--- config.mk ---
export PLATFORM = sky130hd
export DESIGN_NAME = uart_tx_buffered
export DESIGN_NICKNAME = d
export VERILOG_FILES = /design/src/rtl/uart_tx_buffered.sv
export SDC_FILE = /design/constraint.sdc
export NUM_CORES = 1
export LEC_CHECK = 0
export ABC_AREA = 1
export CAP_MARGIN = 5
export CORE_ASPECT_RATIO = 2
export CORE_MARGIN = 2
export CORE_UTILIZATION = 35
export DETAILED_ROUTE_END_ITERATION = 8
export MAX_ROUTING_LAYER = met4
export PLACE_DENSITY = 0.52
export SLEW_MARGIN = 20
export SYNTH_ARGS = -nofsm -noshare
export SYNTH_HDL_FRONTEND = slang
export SYNTH_SLANG_ARGS = --single-unit
--- constraint.sdc ---
create_clock -name clk -period 3.2 [get_ports clk]
set_clock_uncertainty 0.2 [all_clocks]
set_input_delay 0.48 -clock clk [delete_from_list [all_inputs] [get_ports clk]]
set_output_delay 0.48 -clock clk [all_outputs]
set_load 0.05 [all_outputs]
--- src/rtl/uart_tx_buffered.sv ---
// Buffered UART transmitter: small FIFO in front of an 8N1 serializer.
// Define UART_TX_PARITY_EN to insert a parity bit (even/odd chosen by PARITY_ODD).
module uart_tx_buffered #(
   parameter int CLK_FREQ   = 100_000_000,
   parameter int BAUD       = 115200,
   parameter int DEPTH      = 4,
   parameter int PARITY_ODD = 0
) (
   input  logic       clk,
   input  logic       reset,
   input  logic [7:0] tx_data,
   input  logic       tx_valid,
   output logic       tx_ready,
   output logic       tx,
   output logic       tx_busy
);

   localparam int CLKS_PER_BIT = CLK_FREQ / BAUD;
   localparam int BAUD_W       = (CLKS_PER_BIT > 1) ? $clog2(CLKS_PER_BIT) : 1;
   localparam int PTR_W        = $clog2(DEPTH);
   localparam int CNT_W        = PTR_W + 1;

   localparam logic [BAUD_W-1:0] BAUD_LOAD = BAUD_W'(CLKS_PER_BIT - 1);
   localparam logic [BAUD_W-1:0] BAUD_ZERO = BAUD_W'(0);
   localparam logic [BAUD_W-1:0] BAUD_ONE  = BAUD_W'(1);
   localparam logic [CNT_W-1:0]  CNT_ZERO  = CNT_W'(0);
   localparam logic [CNT_W-1:0]  CNT_ONE   = CNT_W'(1);
   localparam logic [CNT_W-1:0]  CNT_FULL  = CNT_W'(DEPTH);
   localparam logic [PTR_W-1:0]  PTR_ZERO  = PTR_W'(0);
   localparam logic [PTR_W-1:0]  PTR_ONE   = PTR_W'(1);

   if (DEPTH < 2 || (DEPTH & (DEPTH - 1)) != 0) begin : g_bad_depth
      $error("uart_tx_buffered: DEPTH must be a power of two, 2 or greater");
   end
   if (PARITY_ODD != 0 && PARITY_ODD != 1) begin : g_bad_parity
      $error("uart_tx_buffered: PARITY_ODD must be 0 or 1");
   end
   if (CLKS_PER_BIT < 1) begin : g_bad_baud
      $error("uart_tx_buffered: BAUD must not exceed CLK_FREQ");
   end

   typedef enum logic [2:0] {
      IDLE   = 3'd0,
      START  = 3'd1,
      DATA   = 3'd2,
`ifdef UART_TX_PARITY_EN
      PARITY = 3'd3,
`endif
      STOP   = 3'd4
   } state_t;

`ifdef UART_TX_PARITY_EN
   function automatic logic parity_of(input logic [7:0] b);
      parity_of = (^b) ^ PARITY_ODD[0];
   endfunction
`endif

   logic [7:0]        mem [DEPTH];
   logic [PTR_W-1:0]  wr_ptr_r;
   logic [PTR_W-1:0]  rd_ptr_r;
   logic [CNT_W-1:0]  count_r;

   state_t            state_r;
   logic [BAUD_W-1:0] baud_r;
   logic [2:0]        bit_idx_r;
   logic [7:0]        shift_r;
`ifdef UART_TX_PARITY_EN
   logic              parity_r;
`endif
   logic              tx_r;
   logic              tx_busy_r;

   logic              wr_s;
   logic              pop_s;
   logic              bit_end_s;
   logic              stays_idle_s;
   logic [CNT_W-1:0]  count_next_s;
   logic [7:0]        head_s;

   assign head_s   = mem[rd_ptr_r];
   assign tx_ready = (count_r != CNT_FULL) && !reset;
   assign tx       = tx_r;
   assign tx_busy  = tx_busy_r;

   // Handshake, pop decision and next FIFO occupancy
   always_comb begin
      bit_end_s    = 1'b0;
      wr_s         = 1'b0;
      pop_s        = 1'b0;
      stays_idle_s = 1'b0;
      count_next_s = count_r;

      bit_end_s = (baud_r == BAUD_ZERO);
      wr_s      = tx_valid && tx_ready;

      case (state_r)
         IDLE:    pop_s = (count_r != CNT_ZERO);
         STOP:    pop_s = bit_end_s && (count_r != CNT_ZERO);
         default: pop_s = 1'b0;
      endcase

      case ({wr_s, pop_s})
         2'b10:   count_next_s = count_r + CNT_ONE;
         2'b01:   count_next_s = count_r - CNT_ONE;
         default: count_next_s = count_r;
      endcase

      // Serializer will sit in IDLE after this edge
      if (state_r == IDLE) begin
         stays_idle_s = !pop_s;
      end else if (state_r == STOP) begin
         stays_idle_s = bit_end_s && !pop_s;
      end else begin
         stays_idle_s = 1'b0;
      end
   end

   // FIFO storage, pointers and occupancy count
   always_ff @(posedge clk) begin
      if (reset) begin
         wr_ptr_r <= PTR_ZERO;
         rd_ptr_r <= PTR_ZERO;
         count_r  <= CNT_ZERO;
      end else begin
         if (wr_s) begin
            mem[wr_ptr_r] <= tx_data;
            wr_ptr_r      <= wr_ptr_r + PTR_ONE;
         end
         if (pop_s) begin
            rd_ptr_r <= rd_ptr_r + PTR_ONE;
         end
         count_r <= count_next_s;
      end
   end

   // Serializer FSM with registered line and busy outputs
   always_ff @(posedge clk) begin
      if (reset) begin
         state_r   <= IDLE;
         baud_r    <= BAUD_ZERO;
         bit_idx_r <= 3'd0;
         shift_r   <= 8'h00;
`ifdef UART_TX_PARITY_EN
         parity_r  <= 1'b0;
`endif
         tx_r      <= 1'b1;
         tx_busy_r <= 1'b0;
      end else begin
         tx_busy_r <= !stays_idle_s || (count_next_s != CNT_ZERO);
         case (state_r)
            IDLE: begin
               tx_r <= 1'b1;
               if (pop_s) begin
                  shift_r  <= head_s;
`ifdef UART_TX_PARITY_EN
                  parity_r <= parity_of(head_s);
`endif
                  baud_r   <= BAUD_LOAD;
                  tx_r     <= 1'b0;
                  state_r  <= START;
               end
            end
            START: begin
               if (bit_end_s) begin
                  baud_r    <= BAUD_LOAD;
                  bit_idx_r <= 3'd0;
                  tx_r      <= shift_r[0];
                  state_r   <= DATA;
               end else begin
                  baud_r <= baud_r - BAUD_ONE;
               end
            end
            DATA: begin
               if (bit_end_s) begin
                  baud_r <= BAUD_LOAD;
                  if (bit_idx_r == 3'd7) begin
`ifdef UART_TX_PARITY_EN
                     tx_r    <= parity_r;
                     state_r <= PARITY;
`else
                     tx_r    <= 1'b1;
                     state_r <= STOP;
`endif
                  end else begin
                     shift_r   <= {1'b0, shift_r[7:1]};
                     tx_r      <= shift_r[1];
                     bit_idx_r <= bit_idx_r + 3'd1;
                  end
               end else begin
                  baud_r <= baud_r - BAUD_ONE;
               end
            end
`ifdef UART_TX_PARITY_EN
            PARITY: begin
               if (bit_end_s) begin
                  baud_r  <= BAUD_LOAD;
                  tx_r    <= 1'b1;
                  state_r <= STOP;
               end else begin
                  baud_r <= baud_r - BAUD_ONE;
               end
            end
`endif
            STOP: begin
               if (bit_end_s) begin
                  // A waiting byte starts immediately, with no idle gap
                  if (pop_s) begin
                     shift_r  <= head_s;
`ifdef UART_TX_PARITY_EN
                     parity_r <= parity_of(head_s);
`endif
                     baud_r   <= BAUD_LOAD;
                     tx_r     <= 1'b0;
                     state_r  <= START;
                  end else begin
                     tx_r    <= 1'b1;
                     state_r <= IDLE;
                  end
               end else begin
                  baud_r <= baud_r - BAUD_ONE;
               end
            end
            default: begin
               tx_r    <= 1'b1;
               state_r <= IDLE;
            end
         endcase
      end
   end

endmodule

; Yosys cells after proc, flatten, opt, wreduce, memory -nomap -nowiden
; Memories as Yosys holds them, arrays and structs flattened. A register that Yosys moved wholly into a read port is not among the register bits.
; Cells that the tools add are included.
[classes]
n_mux = 35
addsub = 6
n_eq_ne = 13
reduce_logical = 20
[op_table]
columns = operator, count
row1 = $mux 8, 4
row2 = $mux 10, 3
row3 = $pmux 10 s3, 1
row4 = $mux 3, 8
row5 = $pmux 8 s3, 1
row6 = $ne 2x2->1 const B, 6
row7 = $pmux 3 s2, 2
row8 = $pmux 3 s4, 1
row9 = $reduce_bool 3->1, 4
row10 = $mux 1, 11
row11 = $logic_not 10->1, 1
row12 = $sub 10x1->10 const B, 1
row13 = $reduce_and 4->1, 2
row14 = $add 3x1->3 const B, 2
row15 = $eq 3x3->1 const B, 2
row16 = $reduce_and 5->1, 1
row17 = $add 2x1->2 const B, 2
row18 = $logic_and 1x1->1, 4
row19 = $mux 2, 2
row20 = $pmux 1 s4, 1
row21 = $eq 3x1->1 const B, 1
row22 = $eq 3x2->1 const B, 1
row23 = $logic_not 1->1, 3
row24 = $logic_not 3->1, 1
row25 = 9 further kinds, 9
[totals]
output_inout_bits = 3
mem_bits_rw = 32
wordCells = 84
memories = 1
inputBits = 11
reg_bits = 33
[mem_list]
columns = name, words, word_bits, rd, rd_clocked_by_memory_dff, wr, line_no
row1 = mem, 4, 8, 1, 1, 1, 58  ; logic [7:0] mem [DEPTH];

; Depth between registers and ports, before layout
; Gate-level depths: netlist of the first run.
[logic_depth]
word_depth = 9
ltp_mapped = 17

; Worst setup path before layout of the first run
; No wires, ideal clock.
[synth_timing]
kind = in2reg
from = input reset
to = register tx_busy_r, in the netlist tx_busy
path_buffers = 1
t_arrival_ns = 3.035
path_stages = 11
setup_time_ns = 0.065
t_required_ns = 2.935
path_slack_ns = -0.100
path_cell_list = clkbuf_1 -> a31oi_1 -> nand2_1 -> ha_1 -> inv_1 -> fa_1 -> nand2_1 -> o21ai_0 -> nand3_1 -> nor3_1 -> nor2_1
[synth_between]
elab_chain_cells = 7
elab_cells_between_ends = 8
[synth_lines]
columns = item, line_no
row1 = from (decl), 10  ; input logic reset,
row2 = $logic_not 1->1 (*), 81  ; assign tx_ready = (count_r != CNT_FULL) && !reset;
row3 = $logic_and 1x1->1 (*), 81
row4 = via tx_ready, 13  ; output logic tx_ready,
row5 = $logic_and 1x1->1 (*), 94  ; wr_s = tx_valid && tx_ready;
row6 = $eq 2x1->1 / $eq 2x2->1 (equally long branches), 102  ; case ({wr_s, pop_s})
row7 = $pmux 3 s2 (*), 102
row8 = $reduce_bool 3->1 (*), 149  ; tx_busy_r <= !stays_idle_s || (count_next_s != CNT_ZERO);
row9 = $logic_or 1x1->1 (*), 149
row10 = to (signal assigned), 149
row11 = to (decl), 71  ; logic tx_busy_r;
; The timed path passes the listed nets; every way through them passes the cells marked *.
; A chain may end at the register's enable or synchronous reset.

; Worst setup path after layout of the first run
[layout_timing]
from = register baud_r[0]
to = register tx_busy_r, in the netlist tx_busy
[layout_between]
elab_chain_cells = 9
elab_cells_between_ends = 13
[layout_lines]
columns = item, line_no
row1 = from (decl), 64  ; logic [BAUD_W-1:0] baud_r;
row2 = from (signal assigned), 170  ; baud_r <= baud_r - BAUD_ONE;
row3 = from (signal assigned), 190  ; baud_r <= baud_r - BAUD_ONE;
row4 = from (signal assigned), 220  ; baud_r <= baud_r - BAUD_ONE;
row5 = $logic_not 10->1 (*), 93  ; bit_end_s = (baud_r == BAUD_ZERO);
row6 = $logic_and 1x1->1 (*), 98  ; STOP: pop_s = bit_end_s && (count_r != CNT_ZERO);
row7 = $pmux 1 s2 (*), 96  ; case (state_r)
row8 = via pop_s, 74  ; logic pop_s;
row9 = "parallel branches: the longest is 5 deep, another holds $pmux 3 s2", --
row10 = $logic_or 1x1->1 (*), 149
; Mark *: on every way through the listed nets, which the timed path passes.

==> metrics.cfg, run 1 <==
[clock_tree]
clockBufferDepth = 2
cts_tree = built
clkTransAtPathRegs_ps = 60
htreeDepth = 3
clkLatencyLatePin_ps = 330
clock-sinks = 67
root_buffer = clkbuf_16
cts_buffers = 9
postCtsSetupBuffers = 0
cts_hold_buf = 0
cts-resized-gates = 0

[synthesis]
synthAdderAreaFrac = 0.0376
synth-seq-cells = 67
synth_area_per_cell_um2 = 8.41
synth_xor_area_frac = 0.0192
synth_top_family_by_area = simple AND/OR/NAND/NOR gates
synth_compound_area_frac = 0.0971
yosys_most_used_dff = dfxtp_1
yosysSeqAreaShare = 0.520
ys_warn_count = 0
synth_mux_area_frac = 0
synth_nets = 400
synthSimpleGateAreaFrac = 0.254
synth-edff-count = 32
syn_area_mm2 = 0.00320
async_reset_ff_frac = 0
synth.distinct_cells = 30
synthCells = 380

[sta]
rsz0062_at_grt = false
fin_tns_setup_ps = 0
finalHoldViolations = 0
max_freq_mhz = 353
layout_setup_ws_ps = 364
drv_slew = 0
tightest_slew_ps = 641
relSlewSlack = 0.572
fin_crit_sh = 0.886
period_needed_ps = 2840
setup_viol = 0
whs_ps = 266

[layout]
layout.cells.non_filler = 507
diodes = 0
final_area_mm2 = 0.00374
final_nets = 420
drive_gt1_frac = 0.0988
area_growth_pct = 17.0
fin_util = 0.418

[pwr]
p_total_mw = 3.77
leakage_nw = 1.57
powerDensity_mw_per_mm2 = 1010
ir_drop_v = 0.000488

[global_route]
grt_pass1_wl_mm = 11.7
grt_use_total = 0.160
grt_max_degree = 19
grt-ovfl-total = 0
grt_pass1_vias = 2543
antenna_found_initial = 0

[routing]
wirelength_mm = 7.03
wire_per_inst_um = 13.9
drc = 0
routed_via_density = 4.93
final_antenna_net_count = 0
drt_iter0_drc = 55
drt_pass1_iterations = 4
num_vias = 2501

[floorplanning]
chipWidth_um = 71.6
core_region_area_mm2 = 0.00895
start_util = 0.357
die_h_um = 139
rows = 49
die_area_mm2 = 0.00996
ios = 14

[critical_path]
cp_max_fo = 7
critPathArrivalTime_ps = 2860
start_kind = flop
reg2reg_depth = 16
cp.required_ps = 3220
crit_path_end_kind = flop
critPathKind = flop to flop

[place]
hpwl_mm = 5.11
dpl_cell_area_mm2 = 0.00345
numPortBuffers = 13
gp_congestion = 0.958
placedCellCount = 491
pre_cts_ws_ps = 323

[hold_path]
worstHoldPathCells = 2
holdCritPathClass = flop to flop

[run]
max_cap_viol_count = 0

[status]
status = completed

per-layer routing:
metal | wire length (um) | global-route usage
met5 | 0 | -
met4 | 289 | 0.0933
met3 | 211 | 0.0392
met2 | 3960 | 0.294
met1 | 2570 | 0.140
synth_stat cells (5+ instances only):
cell      number  area share
nand3_1       23       0.036
nand4_1        5      0.0098
nor2_1        66       0.078
xor2_1         5       0.014
dfxtp_1       35        0.22
nand2_1       72       0.085
o21ai_0       38       0.060
inv_1         37       0.043
ha_1           8       0.031
a21oi_1       20       0.031
edfxtp_1      32        0.30
state kept, by name, summed over array words and instances, names as in the netlist, named ones only:
name	cells
mem	32
baud_r	10
shift_r	8
bit_idx_r	3
count_r	3
state_r	3
rd_ptr_r	2
wr_ptr_r	2
tx	1
tx_busy	1
cell families (layout without fill, tap and decap cells):
| family | Yosys count | in the layout |
|---|---|---|
| fa+ha+maj | 9 | 9 |
| simple gates | 183 | 183 |
| flops | 67 | 67 |
| compound gates | 61 | 61 |
| xor+xnor | 7 | 7 |
| buf+inv | 53 | 78 |
critical path, stage by stage (launching register included):
cell and delay [ps]:
dfxtp_1 290, inv_1 150, ha_1 310, nand2_1 100, nor2_2 90, nand3_2 80, nand2_1 100, nand2_2 60
inv_1 120, ha_1 180, inv_1 60, fa_1 470, nand2_1 50, o21ai_0 100, nand3_1 110, nor3_1 180
nor2_1 50
power breakdown:
group	internal, mW	total [mW]	switching, mW
sequential	1.07	1.20	0.138
combinational	0.558	1.62	1.06
clock	0.595	0.948	0.352
cell usage in the layout (no fill, tap or decap), types with 3 or more instances in the layout:
cell type / count
clkbuf_16: 9
nand4_1: 5
buf_4: 8
nor3_1: 3
o21ai_0: 38
dfxtp_1: 35
inv_1: 37
edfxtp_1: 32
nand3_1: 23
inv_2: 4
nand2_1: 72
clkinv_2: 3
a21oi_1: 20
ha_1: 8
clkdlybuf4s50_1: 12
nor2_1: 66
xor2_1: 5
nand3_2: 4
final cells by class:
type / count / area [um^2]
clock inverter: 6 / 56.3
multi-input combinational: 260 / 1310
clock buffer: 10 / 229
timing repair buffer: 21 / 200
tap: 102 / 128
inverter: 41 / 154
sequential: 67 / 1660
fill: 915 / 5210
path summary, 6_finish.rpt:
kind | start | endpoint | slack [ps]
setup / recovery | baud_r[0]$_SDFFE_PP0P_ | tx_busy$_SDFF_PP0_ | 360
hold / removal | bit_idx_r[2]$_SDFFE_PP0P_ | bit_idx_r[2]$_SDFFE_PP0P_ | 270
setup reg to reg | baud_r[0]$_SDFFE_PP0P_ | tx_busy$_SDFF_PP0_ | 360
hold reg to reg | bit_idx_r[2]$_SDFFE_PP0P_ | bit_idx_r[2]$_SDFFE_PP0P_ | 270
No activity file was read; power rests on OpenSTA's default activity.
==> run 2, diff against run 1 <==
CAP_MARGIN = 20   (was 5)
CORE_MARGIN = 8   (was 2)
==> run 2 against run 1 <==
Net effect: sequential share of layout area fell by 0.38 points; design area rose by 0.87%; clock power rose by 9.7%; non-clock buffer count did not move; total power rose by 2.2%; fmax fell by 0.37%; utilization rose by 0.36 points; global-route usage fell by 4.3 points.
==> metrics.cfg, run 2 (same netlist as run 1, synthesis figures left out) <==
[routing]
wire_per_inst_um = 13.9
num_vias = 2484
drt_iter0_drc = 126
routed_via_density = 4.90
drt_pass1_iterations = 4
wirelength_mm = 7.03
final_antenna_net_count = 0
drc = 0

[clock_tree]
clock-sinks = 67
cts_hold_buf = 0
postCtsSetupBuffers = 0
cts_tree = built
cts_buffers = 9
clkTransAtPathRegs_ps = 60
root_buffer = clkbuf_16
clkLatencyLatePin_ps = 320
clockBufferDepth = 2
htreeDepth = 3
cts-resized-gates = 0

[sta]
setup_viol = 0
drv_slew = 0
fin_crit_sh = 0.890
fin_tns_setup_ps = 0
period_needed_ps = 2850
relSlewSlack = 0.561
finalHoldViolations = 0
layout_setup_ws_ps = 354
max_freq_mhz = 351
tightest_slew_ps = 657
rsz0062_at_grt = false

[floorplanning]
rows = 49
ios = 14
die_h_um = 151
chipWidth_um = 83.6
core_region_area_mm2 = 0.00895
start_util = 0.357
die_area_mm2 = 0.0126

[critical_path]
reg2reg_depth = 16
cp.depth = 16
cp_cell_sequence = inv_1, ha_1, nand2_1, nor2_2, nand3_2, nand2_1, nand2_2, inv_1, ha_1, inv_1, fa_1, nand2_1, o21ai_0, nand3_1, nor3_1, nor2_1
critPathKind = flop to flop
critPathBufInv = 3
cp_max_fo = 7
start_kind = flop
slowest_stage = fa_1
cp.required_ps = 3210
cpPeakStageDelay_ps = 480
crit_path_end_kind = flop
cp_top_family = adder cells
critPathArrivalTime_ps = 2860

[layout]
top_regs = mem: 32 flops, baud_r: 10 flops, shift_r: 8 flops
final_area_mm2 = 0.00377
max_flop_register = mem
area_growth_pct = 18.0
diodes = 0
drive_gt1_frac = 0.104
largest_reg_flops = 32
layout.cells.non_filler = 507
final_cell_mix = 72 x nand2_1, 66 x nor2_1, 38 x o21ai_0
final_nets = 420
layout_commonest_cell = nand2_1

[hold_path]
worstHoldPathCells = 2
holdCritPathClass = flop to flop

[global_route]
grt_use_total = 0.117
grt_max_degree = 19
antenna_found_initial = 0
grt-ovfl-total = 0
grt_pass1_wl_mm = 11.3
grt_pass1_vias = 2404

[place]
pre_cts_ws_ps = 338
numPortBuffers = 13
gp_congestion = 0.902
placedCellCount = 491
hpwl_mm = 5.16
dpl_cell_area_mm2 = 0.00345

[pwr]
leakage_nw = 1.58
powerDensity_mw_per_mm2 = 1020
ir_drop_v = 0.000506

[run]
max_cap_viol_count = 0

[status]
status = completed

-- run 2: changes by cell type in the layout (fill, tap and decap cells not counted), sizes merged --
cell / delta
bufinv: +1
clkinvlp: +2
clkinv: -2
clkbuf: -1
-- run 2: final cells by class --
cell class | count | area, um^2
fillers | 915 | 5180
flip-flops and latches | 67 | 1660
multi-input cells | 260 | 1310
clock buffers | 9 | 225
repair buffers | 21 | 200
inverters | 41 | 154
well taps | 102 | 128
clock inverters | 7 | 92.6
-- run 2: per-stage QoR --
stage,hold WS (ps),power (mW),util
floorplan,245,2.48,-
global placement,253,2.84,0.386
detailed placement,265,2.85,0.386
CTS,272,3.91,0.421
global route,288,4.15,0.421
finish,267,3.85,0.421
-- run 2: report_power, final --
group	internal [mW]	total, mW	switching, mW
sequential	1.07	1.20	0.139
combinational	0.559	1.61	1.05
clock	0.678	1.04	0.358
-- run 2: worst min-delay path, cell delays in order, from the launching register on --
cell	delay (ps)
dfxtp_1	310
nand2_1	60
a21oi_1	50
-- run 2: per-layer routing --
layer,GRT usage,vias to the layer above,routed length [um],share of wire
met5,-,-,0,0
met2,0.222,36,4040,0.57
met3,0.0226,23,105,0.015
met4,0.0852,0,297,0.042
met1,0.0987,1144,2590,0.37
li1,-,1281,-,-
-- run 2: final timing paths --
| kind | slack, ps | endpoint | from |
|---|---|---|---|
| worst max-delay path | 350 | tx_busy$_SDFF_PP0_ | baud_r[0]$_SDFFE_PP0P_ |
| worst min-delay path | 270 | bit_idx_r[1]$_SDFFE_PP0P_ | bit_idx_r[1]$_SDFFE_PP0P_ |
| worst max register to register | 350 | tx_busy$_SDFF_PP0_ | baud_r[0]$_SDFFE_PP0P_ |
| worst min register to register | 270 | bit_idx_r[1]$_SDFFE_PP0P_ | bit_idx_r[1]$_SDFFE_PP0P_ |
==> run 3, diff against run 2 <==
GPL_TIMING_DRIVEN = 1   (was not set)
MAX_ROUTING_LAYER = not set   (was met4)
==> run 3 against run 2 <==
Net effect: global-route usage up 0.16 points; wire length up 0.24%; via count down 1.2%; largest cell class unchanged; highest routed layer unchanged.
==> metrics.cfg, run 3 (same netlist as run 1, synthesis figures left out) <==
[run]
max_cap_viol_count = 0

[layout]
largest_reg_flops = 32
fin_util = 0.419
layout.cells.non_filler = 507
area_growth_pct = 17.3
nFillCells = 895
layout_commonest_cell = nand2_1
diodes = 0
max_flop_register = mem
final_area_mm2 = 0.00375
final_cell_mix = 72 x nand2_1, 66 x nor2_1, 38 x o21ai_0
drive_gt1_frac = 0.101
final_nets = 420
top_regs = mem: 32 flops, baud_r: 10 flops, shift_r: 8 flops

[sta]
whs_ps = 264
max_freq_mhz = 356
relSlewSlack = 0.578
drv_slew = 0
fin_tns_setup_ps = 0
layout_setup_ws_ps = 393
tightest_slew_ps = 633
finalHoldViolations = 0
rsz0062_at_grt = false
period_needed_ps = 2810
fin_crit_sh = 0.877
setup_viol = 0

[critical_path]
crit_path_end_kind = flop
critPathArrivalTime_ps = 2820
critPathKind = flop to flop
critPathLaunch = baud_r[0]$_SDFFE_PP0P_
r2r_start = baud_r[0]$_SDFFE_PP0P_
start_kind = flop
cp.required_ps = 3220
reg2reg_depth = 16
cp_max_fo = 7

[routing]
wire_per_inst_um = 13.9
routed_via_density = 4.84
drt_pass1_iterations = 4
final_antenna_net_count = 0
drt_iter0_drc = 102
num_vias = 2455
wirelength_mm = 7.05
drc = 0

[hold_path]
worstHoldStart = bit_idx_r[1]$_SDFFE_PP0P_
holdCritPathClass = flop to flop
worstHoldPathCells = 2

[floorplanning]
chipWidth_um = 83.6
die_h_um = 151
ios = 14
die_area_mm2 = 0.0126
start_util = 0.357
core_region_area_mm2 = 0.00895
rows = 49

[pwr]
leakage_nw = 1.56
ir_drop_v = 0.000699
powerDensity_mw_per_mm2 = 1010
p_total_mw = 3.77

[global_route]
grtUsageMet2 = 0.236
use_met3 = 0.0242
grt_max_degree = 19
grt_use_total = 0.119
grt_pass1_wl_mm = 11.7
antenna_found_initial = 0
grt_use_met1 = 0.0986
busiest_layer = met2
grt-ovfl-total = 0
grt_pass1_vias = 2518

[clock_tree]
cts_buffers = 9
clockBufferDepth = 2
htreeDepth = 3
cts_hold_buf = 0
cts-resized-gates = 0
postCtsSetupBuffers = 0
root_buffer = clkbuf_16
clkTransAtPathRegs_ps = 60
cts_tree = built
clkLatencyLatePin_ps = 330
clock-sinks = 67

[place]
hpwl_mm = 5.23
placedCellCount = 491
pre_cts_ws_ps = 355
dpl_cell_area_mm2 = 0.00345
numPortBuffers = 13
gp_congestion = 0.882

[status]
status = completed

run 3: worst paths after layout:
path | slack (ps) | endpoint
worst max-delay path | 390 | tx_busy$_SDFF_PP0_
worst min-delay path | 260 | bit_idx_r[1]$_SDFFE_PP0P_
worst max register to register | 390 | tx_busy$_SDFF_PP0_
worst min register to register | 260 | bit_idx_r[1]$_SDFFE_PP0P_
run 3: cell type report:
cell class | count | area (um^2) | area share
clock inverters | 7 | 68.8 | 0.0184
repair buffers | 21 | 200 | 0.0534
well taps | 102 | 128 | 0.0341
flip-flops and latches | 67 | 1660 | 0.443
clock buffers | 9 | 225 | 0.0601
multi-input cells | 260 | 1310 | 0.350
inverters | 41 | 154 | 0.0411
run 3: metal layers:
metal  wire length, um  part of all wire  up-vias
met4               277             0.039        0
met3               121             0.017       18
li1                  -                 -     1288
met1              2540              0.36     1119
met5                 0                 0        -
met2              4110              0.58       30
run 3: worst max-delay path: stages (launching register included):
cell,delay [ps]
dfxtp_1,290
inv_1,150
ha_1,290
nand2_1,90
nor2_2,90
nand3_2,80
nand2_1,110
nand2_2,60
inv_1,120
ha_1,180
inv_1,60
fa_1,470
nand2_1,50
o21ai_0,110
nand3_1,110
nor3_1,180
nor2_1,50
run 3: where the power goes:
part / switching (mW) / internal (mW)
clock network: 0.356 / 0.597
logic: 1.06 / 0.557
registers: 0.138 / 1.07
